$ cat config.mk
export PLATFORM = sky130hd
export DESIGN_NAME = act_row_feeder_flat
export DESIGN_NICKNAME = d
export VERILOG_FILES = /design/src/rtl/act_feeder_pkg.sv /design/src/rtl/act_row_feeder_if.sv /design/src/rtl/act_row_hold_reg.sv /design/src/rtl/act_row_feeder.sv /design/src/flat_wrapper.sv
export SDC_FILE = /design/constraint.sdc
export NUM_CORES = 1
export LEC_CHECK = 0
export BUFFER_PORTS_ARGS = -buffer_cell sky130_fd_sc_hd__buf_2
export CAP_MARGIN = 0
export CORE_MARGIN = 2
export CORE_UTILIZATION = 30
export DETAILED_ROUTE_END_ITERATION = 12
export MAX_ROUTING_LAYER = met4
export SLEW_MARGIN = 10
export SYNTH_ARGS = -nofsm -noshare
export SYNTH_HDL_FRONTEND = slang
export SYNTH_SLANG_ARGS = --single-unit
$ cat constraint.sdc
create_clock -name clk -period 5.9 [get_ports clk]
set_clock_uncertainty 0.15 [all_clocks]
set_input_delay 0.885 -clock clk [delete_from_list [all_inputs] [get_ports clk]]
set_output_delay 0.885 -clock clk [all_outputs]
set_load 0.05 [all_outputs]
$ cat src/rtl/act_feeder_pkg.sv
// Shared types and helpers for the activation row feeder.
// Holds the FSM state encoding and the row-index width rule.
package act_feeder_pkg;

  typedef enum logic [1:0] {
    FEED_IDLE,
    FEED_ROWS,
    FEED_SHADOW,
    FEED_DONE
  } feeder_state_t;

  // Row index needs at least one bit even for a single-row array.
  function automatic int unsigned row_idx_width(input int unsigned rows);
    return (rows > 1) ? $clog2(rows) : 1;
  endfunction

endpackage

$ cat src/rtl/act_row_feeder_if.sv
// Compressed-activation stream from the activation buffer into the feeder.
// A beat transfers on a cycle where in_valid and in_ready are both 1; the source holds
// in_valid/in_data stable until that cycle, and in_ready may depend combinationally on feeder state.
interface act_row_feeder_if #(
  parameter int width = 17
) ();
  logic             in_valid;
  logic [width-1:0] in_data;
  logic             in_ready;

  modport master (output in_valid, output in_data, input in_ready);
  modport slave  (input in_valid, input in_data, output in_ready);
endinterface

$ cat src/rtl/act_row_hold_reg.sv
// Enable-loaded register holding the last value driven onto one row's data bus,
// so the bus does not toggle while no beat targets that row.
module act_row_hold_reg #(
  parameter int width = 17
) (
  input  logic             clk,
  input  logic             rst,
  input  logic             i_en,
  input  logic [width-1:0] i_d,
  output logic [width-1:0] o_q
);

  logic [width-1:0] r_q;

  always_ff @(posedge clk) begin
    if (rst) begin
      r_q <= '0;
    end else if (i_en) begin
      r_q <= i_d;
    end
  end

  assign o_q = r_q;

endmodule

$ cat src/rtl/act_row_feeder.sv
// Drains the compressed-activation stream row by row into the PE AFIFOs, broadcasting
// each beat across the columns of its row, then optionally one extra row into the shadow AFIFOs.
module act_row_feeder
  import act_feeder_pkg::*;
#(
  parameter int num_pe_row           = 1,
  parameter int num_pe_col           = 1,
  parameter int total_num_pe         = num_pe_row * num_pe_col,
  parameter int activation_width     = 16,
  parameter int compressed_act_width = activation_width + 1,
  parameter int afifo_depth          = 8,
  parameter int len_width            = 8
) (
  input  logic                                            clk,
  input  logic                                            rst,
  input  logic                                            i_cfg_start,
  input  logic [len_width-1:0]                            i_cfg_row_len,
  input  logic                                            i_cfg_shadow_en,
  act_row_feeder_if.slave                                 s_in,
  input  logic [total_num_pe-1:0]                         i_pe_ctrl_afifo_full,
  output logic [num_pe_row-1:0][compressed_act_width-1:0] o_pe_data_compressed_act_in,
  output logic [total_num_pe-1:0]                         o_pe_ctrl_afifo_write,
  output logic [num_pe_col-1:0][compressed_act_width-1:0] o_pe_data_last_row_shadow_afifo_data_in,
  output logic [num_pe_col-1:0]                           o_pe_ctrl_last_row_shadow_afifo_write,
  output logic                                            o_busy,
  output logic                                            o_done,
  output logic                                            o_cfg_err,
  output feeder_state_t                                   o_state
);

  localparam int RW = row_idx_width(num_pe_row);

  feeder_state_t          r_state;
  logic [RW-1:0]          r_row_idx;
  logic [len_width-1:0]   r_elem_cnt;
  logic [len_width-1:0]   r_row_len;
  logic                   r_shadow_en;
  logic                   r_cfg_err;

  logic                   w_row_full;
  logic                   w_ready;
  logic                   w_fire;
  logic                   w_last_elem;
  logic                   w_last_row;
  logic                   w_shadow_fire;
  logic [num_pe_row-1:0]  w_row_fire;
  logic [num_pe_row-1:0][compressed_act_width-1:0] w_row_hold;
  logic [compressed_act_width-1:0]                 w_shadow_hold;

  // A single full PE in the target row stalls the whole row broadcast.
  assign w_row_full  = |i_pe_ctrl_afifo_full[r_row_idx * num_pe_col +: num_pe_col];
  assign w_ready     = !rst && ((r_state == FEED_ROWS && !w_row_full) || r_state == FEED_SHADOW);
  assign w_fire      = s_in.in_valid && w_ready;
  assign w_last_elem = (r_elem_cnt == r_row_len - len_width'(1));
  assign w_last_row  = (r_row_idx == RW'(num_pe_row - 1));
  assign w_shadow_fire = w_fire && (r_state == FEED_SHADOW);

  assign s_in.in_ready = w_ready;

  for (genvar r = 0; r < num_pe_row; r++) begin : g_row
    assign w_row_fire[r] = w_fire && (r_state == FEED_ROWS) && (r_row_idx == RW'(r));

    act_row_hold_reg #(.width(compressed_act_width)) u_hold (
      .clk  (clk),
      .rst  (rst),
      .i_en (w_row_fire[r]),
      .i_d  (s_in.in_data),
      .o_q  (w_row_hold[r])
    );

    assign o_pe_data_compressed_act_in[r] = w_row_fire[r] ? s_in.in_data : w_row_hold[r];

    for (genvar c = 0; c < num_pe_col; c++) begin : g_col
      assign o_pe_ctrl_afifo_write[c + r * num_pe_col] = w_row_fire[r];
    end
  end

  act_row_hold_reg #(.width(compressed_act_width)) u_shadow_hold (
    .clk  (clk),
    .rst  (rst),
    .i_en (w_shadow_fire),
    .i_d  (s_in.in_data),
    .o_q  (w_shadow_hold)
  );

  for (genvar c = 0; c < num_pe_col; c++) begin : g_shadow
    assign o_pe_ctrl_last_row_shadow_afifo_write[c]   = w_shadow_fire;
    assign o_pe_data_last_row_shadow_afifo_data_in[c] = w_shadow_fire ? s_in.in_data : w_shadow_hold;
  end

  always_ff @(posedge clk) begin
    if (rst) begin
      r_state     <= FEED_IDLE;
      r_row_idx   <= '0;
      r_elem_cnt  <= '0;
      r_row_len   <= '0;
      r_shadow_en <= 1'b0;
      r_cfg_err   <= 1'b0;
    end else begin
      case (r_state)
        FEED_IDLE: begin
          if (i_cfg_start) begin
            if (i_cfg_row_len > len_width'(afifo_depth)) begin
              r_cfg_err <= 1'b1;
            end else if (i_cfg_row_len == '0) begin
              r_cfg_err <= 1'b0;
              r_state   <= FEED_DONE;
            end else begin
              r_cfg_err   <= 1'b0;
              r_row_len   <= i_cfg_row_len;
              r_shadow_en <= i_cfg_shadow_en;
              r_row_idx   <= '0;
              r_elem_cnt  <= '0;
              r_state     <= FEED_ROWS;
            end
          end
        end
        FEED_ROWS: begin
          if (w_fire) begin
            if (w_last_elem) begin
              r_elem_cnt <= '0;
              if (!w_last_row) begin
                r_row_idx <= r_row_idx + RW'(1);
              end else begin
                r_state <= r_shadow_en ? FEED_SHADOW : FEED_DONE;
              end
            end else begin
              r_elem_cnt <= r_elem_cnt + len_width'(1);
            end
          end
        end
        FEED_SHADOW: begin
          if (w_fire) begin
            if (w_last_elem) begin
              r_elem_cnt <= '0;
              r_state    <= FEED_DONE;
            end else begin
              r_elem_cnt <= r_elem_cnt + len_width'(1);
            end
          end
        end
        FEED_DONE: begin
          r_state <= FEED_IDLE;
        end
        default: begin
          r_state <= FEED_IDLE;
        end
      endcase
    end
  end

  assign o_busy    = (r_state != FEED_IDLE);
  assign o_done    = (r_state == FEED_DONE);
  assign o_cfg_err = r_cfg_err;
  assign o_state   = r_state;

endmodule

$ cat src/flat_wrapper.sv
// flat-port wrapper written by rule: the top's interface ports become plain ports
module act_row_feeder_flat import act_feeder_pkg::*;
#(
  parameter int num_pe_row           = 1,
  parameter int num_pe_col           = 1,
  parameter int total_num_pe         = num_pe_row * num_pe_col,
  parameter int activation_width     = 16,
  parameter int compressed_act_width = activation_width + 1,
  parameter int afifo_depth          = 8,
  parameter int len_width            = 8
)
  (clk, rst, i_cfg_start, i_cfg_row_len, i_cfg_shadow_en, i_pe_ctrl_afifo_full, o_pe_data_compressed_act_in, o_pe_ctrl_afifo_write, o_pe_data_last_row_shadow_afifo_data_in, o_pe_ctrl_last_row_shadow_afifo_write, o_busy, o_done, o_cfg_err, o_state, s_in_in_valid, s_in_in_data, s_in_in_ready);
  act_row_feeder_if #(.width((17))) s_in_i ();
  input  logic clk;
  input  logic rst;
  input  logic i_cfg_start;
  input  logic [len_width-1:0] i_cfg_row_len;
  input  logic i_cfg_shadow_en;
  input  logic [total_num_pe-1:0] i_pe_ctrl_afifo_full;
  output logic [num_pe_row-1:0][compressed_act_width-1:0] o_pe_data_compressed_act_in;
  output logic [total_num_pe-1:0] o_pe_ctrl_afifo_write;
  output logic [num_pe_col-1:0][compressed_act_width-1:0] o_pe_data_last_row_shadow_afifo_data_in;
  output logic [num_pe_col-1:0] o_pe_ctrl_last_row_shadow_afifo_write;
  output logic o_busy;
  output logic o_done;
  output logic o_cfg_err;
  output feeder_state_t o_state;
  input wire logic [$bits(s_in_i.in_valid)-1:0] s_in_in_valid;
  input wire logic [$bits(s_in_i.in_data)-1:0] s_in_in_data;
  output wire logic [$bits(s_in_i.in_ready)-1:0] s_in_in_ready;
  assign s_in_i.in_valid = s_in_in_valid;
  assign s_in_i.in_data = s_in_in_data;
  assign s_in_in_ready = s_in_i.in_ready;
  act_row_feeder #(.num_pe_row(num_pe_row), .num_pe_col(num_pe_col), .total_num_pe(total_num_pe), .activation_width(activation_width), .compressed_act_width(compressed_act_width), .afifo_depth(afifo_depth), .len_width(len_width)) u_core (.clk(clk), .rst(rst), .i_cfg_start(i_cfg_start), .i_cfg_row_len(i_cfg_row_len), .i_cfg_shadow_en(i_cfg_shadow_en), .s_in(s_in_i), .i_pe_ctrl_afifo_full(i_pe_ctrl_afifo_full), .o_pe_data_compressed_act_in(o_pe_data_compressed_act_in), .o_pe_ctrl_afifo_write(o_pe_ctrl_afifo_write), .o_pe_data_last_row_shadow_afifo_data_in(o_pe_data_last_row_shadow_afifo_data_in), .o_pe_ctrl_last_row_shadow_afifo_write(o_pe_ctrl_last_row_shadow_afifo_write), .o_busy(o_busy), .o_done(o_done), .o_cfg_err(o_cfg_err), .o_state(o_state));
endmodule
==> results.toml <==
[synth]
synth_fp_nets = 297
ys_top_cells_by_area = "dfxtp_1 (41%), mux2_1 (15%), nor2b_1 (9.0%)"
synth_seq_cells = 54
netlist_area_um2 = 2640
ys_seq_area_frac = 0.410
synth_top_cell_area_share = 0.410
synth_most_common_cell = "dfxtp_1"
syn-instance-count = 259
netlist.top_cell.by_area = "dfxtp_1"
synth_enable_flop_cells = 0
postSynth.asyncResetShare = 0
avgSynthCellArea_um2 = 10.2
ys_types = 41
ys.flop_type = "dfxtp_1"
ys_warn_count = 0
synth_common_cells = "dfxtp_1 (54), nor2b_1 (38), mux2_1 (34), nand2_1 (11), a21oi_1 (10)"

[clock_tree]
clockRootBuffer = "clkbuf_8"
clk_latency_ns = 0.30
cts_inserted_buffers = 5
tritoncts = "done"
clkSlewWorstSetupHoldPaths_ns = 0.09
clkSinkCount = 54
cts_hold_buffers = 0
cts_buffer_depth = 2
cts_setup_buffers = 0
htree_levels = 2
cts_resized = 0

[placement]
place.gp.congestion = 0.757
io_buffers = 72
dpl.hpwl_mm = 4.01
dpl-instance-area_um2 = 3090
place_inst = 428

[route]
viasPerCell = 4.53
drt_wl_total_mm = 5.38
drt-initial-drc-count = 54
wl_per_cell_um = 12.3
drc = 0
firstDrtPassIters = 4
vias = 1974
drtAntennaViolNets = 0

[sta]
worst_pin_slew_ns = 0.554
rsz0062_at_grt = "false"
slew_violations = 0
fmax_ghz = 0.261
final.setup.tns_ns = 0
post-route-min-period_ns = 3.84
setup_violations = 0
max_slew_margin = 0.631
timing.final.crit_share = 0.650
hold_viol_final = 0

[worst_setup_path]
end_kind = "primary output"
reg2reg_from = "u_core.r_row_len[0]"
critical_path_class = "input pin to primary output"
reg2reg_setup_slack_ns = 3.46
regToRegEndpoint = "u_core.o_state[0]"
arrival_ns = 2.80
startpoint_type = "input pin"
crit_fanout = 52
cpMostUsedCell = "buf_2"
cp_slowest_stage_delay_ns = 0.45
cp_slowest_cell = "buf_4"
r2r_cells = 8
required_ns = 4.87
worstPathCellList = "buf_2 > buf_4 > a21oi_1 > and2_1 > nand2_2 > mux2_1 > buf_2"

[min_path]
whs_path_depth = 1
whs_endpoint = "u_core.r_row_len[7]"
min_from = "u_core.r_row_len[7]"
hold_path.class = "register to register"

[layout]
post-route-cell-area_um2 = 3180
layout.cells.non_filler = 436
antennaDiodeCount = 0
final.fill_count = 899
drive_gt1_frac = 0.302
fin_nets = 365
syn_to_final_growth_pct = 20.6

[floorplanning]
die_y_um = 97.7
start_util = 0.305
core_um2 = 8640
ios = 73
die_w_um = 97.7
fp.dieArea_um2 = 9550
core.rowCount = 34

[grt]
grt_remaining_overflow = 0
antenna_found_initial = 0
grt_pass1_vias = 1969
track_usage = 0.118
grt_first_pass_wirelength_mm = 9.16
grt_max_degree = 53

[power_and_ir_drop]
ir_worst_vdd_mv = 0.152
p_per_area_nw_per_um2 = 296
leakagePower_nw = 1.51

[run]
maxCapViolations = 0

[status]
status = "completed"
[metrics by stage]
stage	worst slack (ns)	hold slack, ns	util	power (mW)
after floorplan	1.82	0.300	-	0.672
after global routing	1.88	0.362	0.368	0.993
final	2.06	0.345	0.368	0.941
after global placement	2.06	0.315	0.357	0.744
after CTS	2.02	0.351	0.368	0.956
after detailed placement	2.03	0.324	0.357	0.745
[metal layers]
layer	global-route usage	part of all wire	up-vias
met4	0.0288	0.0085	0
li1	-	-	1016
met2	0.177	0.42	62
met5	-	0	-
met1	0.153	0.49	891
met3	0.0388	0.075	5
[final cells by class]
type	instances	area, um^2	share of cell area
Clock buffer	5	68.8	0.0217
Tap cell	108	135	0.0425
Inverter	10	37.5	0.0118
Clock inverter	3	21.3	0.00670
Multi-Input combinational cell	183	1470	0.461
Timing Repair Buffer	73	368	0.116
Sequential cell	54	1080	0.340
[layout by cell type (no fill, tap or decap), types with 2 or more instances in the layout]
cell type,Yosys,final
nand4_1,4,4
xor2_1,9,9
nand2_2,2,2
nor3_1,5,5
and2_1,5,5
a221oi_1,2,2
dfxtp_1,54,54
clkbuf_8,0,5
nor2_1,4,4
inv_1,7,7
nand2b_1,5,5
nand3_1,7,7
and3_1,4,4
mux2i_1,3,3
mux2_1,34,34
nand2_1,11,11
a21oi_1,10,10
a211oi_1,2,2
buf_2,2,72
o21bai_1,2,2
inv_2,3,3
o21ai_0,2,2
nor3_2,4,4
xnor2_1,7,7
nor2b_1,38,38
nor4_2,3,3
ha_1,7,7
[report_power, final]
group | internal (mW) | switching [mW]
Sequential | 0.381 | 0.0162
Clock | 0.0837 | 0.121
Combinational | 0.108 | 0.230
Total | 0.573 | 0.368
[critical path: cells and delay by family]
| family | cells | cell delay, ns |
|---|---|---|
| buffers and inverters | 3 | 0.75 |
| AND/OR/NAND/NOR | 2 | 0.62 |
| multiplexers | 1 | 0.39 |
| AO/OA/AOI/OAI | 1 | 0.14 |
[worst max path at each step]
stage	from	endpoint	cells past startpoint
2_1_floorplan	rst	o_pe_data_compressed_act_in[10]	6
3_3_place_gp	rst	o_pe_data_compressed_act_in[11]	7
3_5_place_dp	rst	o_pe_data_compressed_act_in[2]	7
4_1_cts	rst	o_pe_data_compressed_act_in[2]	7
5_1_grt	rst	o_pe_data_last_row_shadow_afifo_data_in[8]	7
6_report	rst	o_pe_data_compressed_act_in[15]	7
[flip-flops by register name, summed over array words and instances (netlist names)]
signal / cells
u_core.r_elem_cnt: 8
u_core.u_shadow_hold.o_q: 17
u_core.o_cfg_err: 1
u_core.g_row.u_hold.o_q: 17
u_core.o_state: 2
u_core.r_shadow_en: 1
u_core.r_row_len: 8
[logic make-up after synthesis]
logic type,share of synthesized area
AOI/OAI and AO/OA,0.0712
xor gates and xnor gates,0.0532
adders and majority gates,0.0332
buffers and inverters,0.0337
DFF,0.410
muxes,0.157
and+or+nand+nor,0.242
No activity file was read; power rests on OpenSTA's default activity.
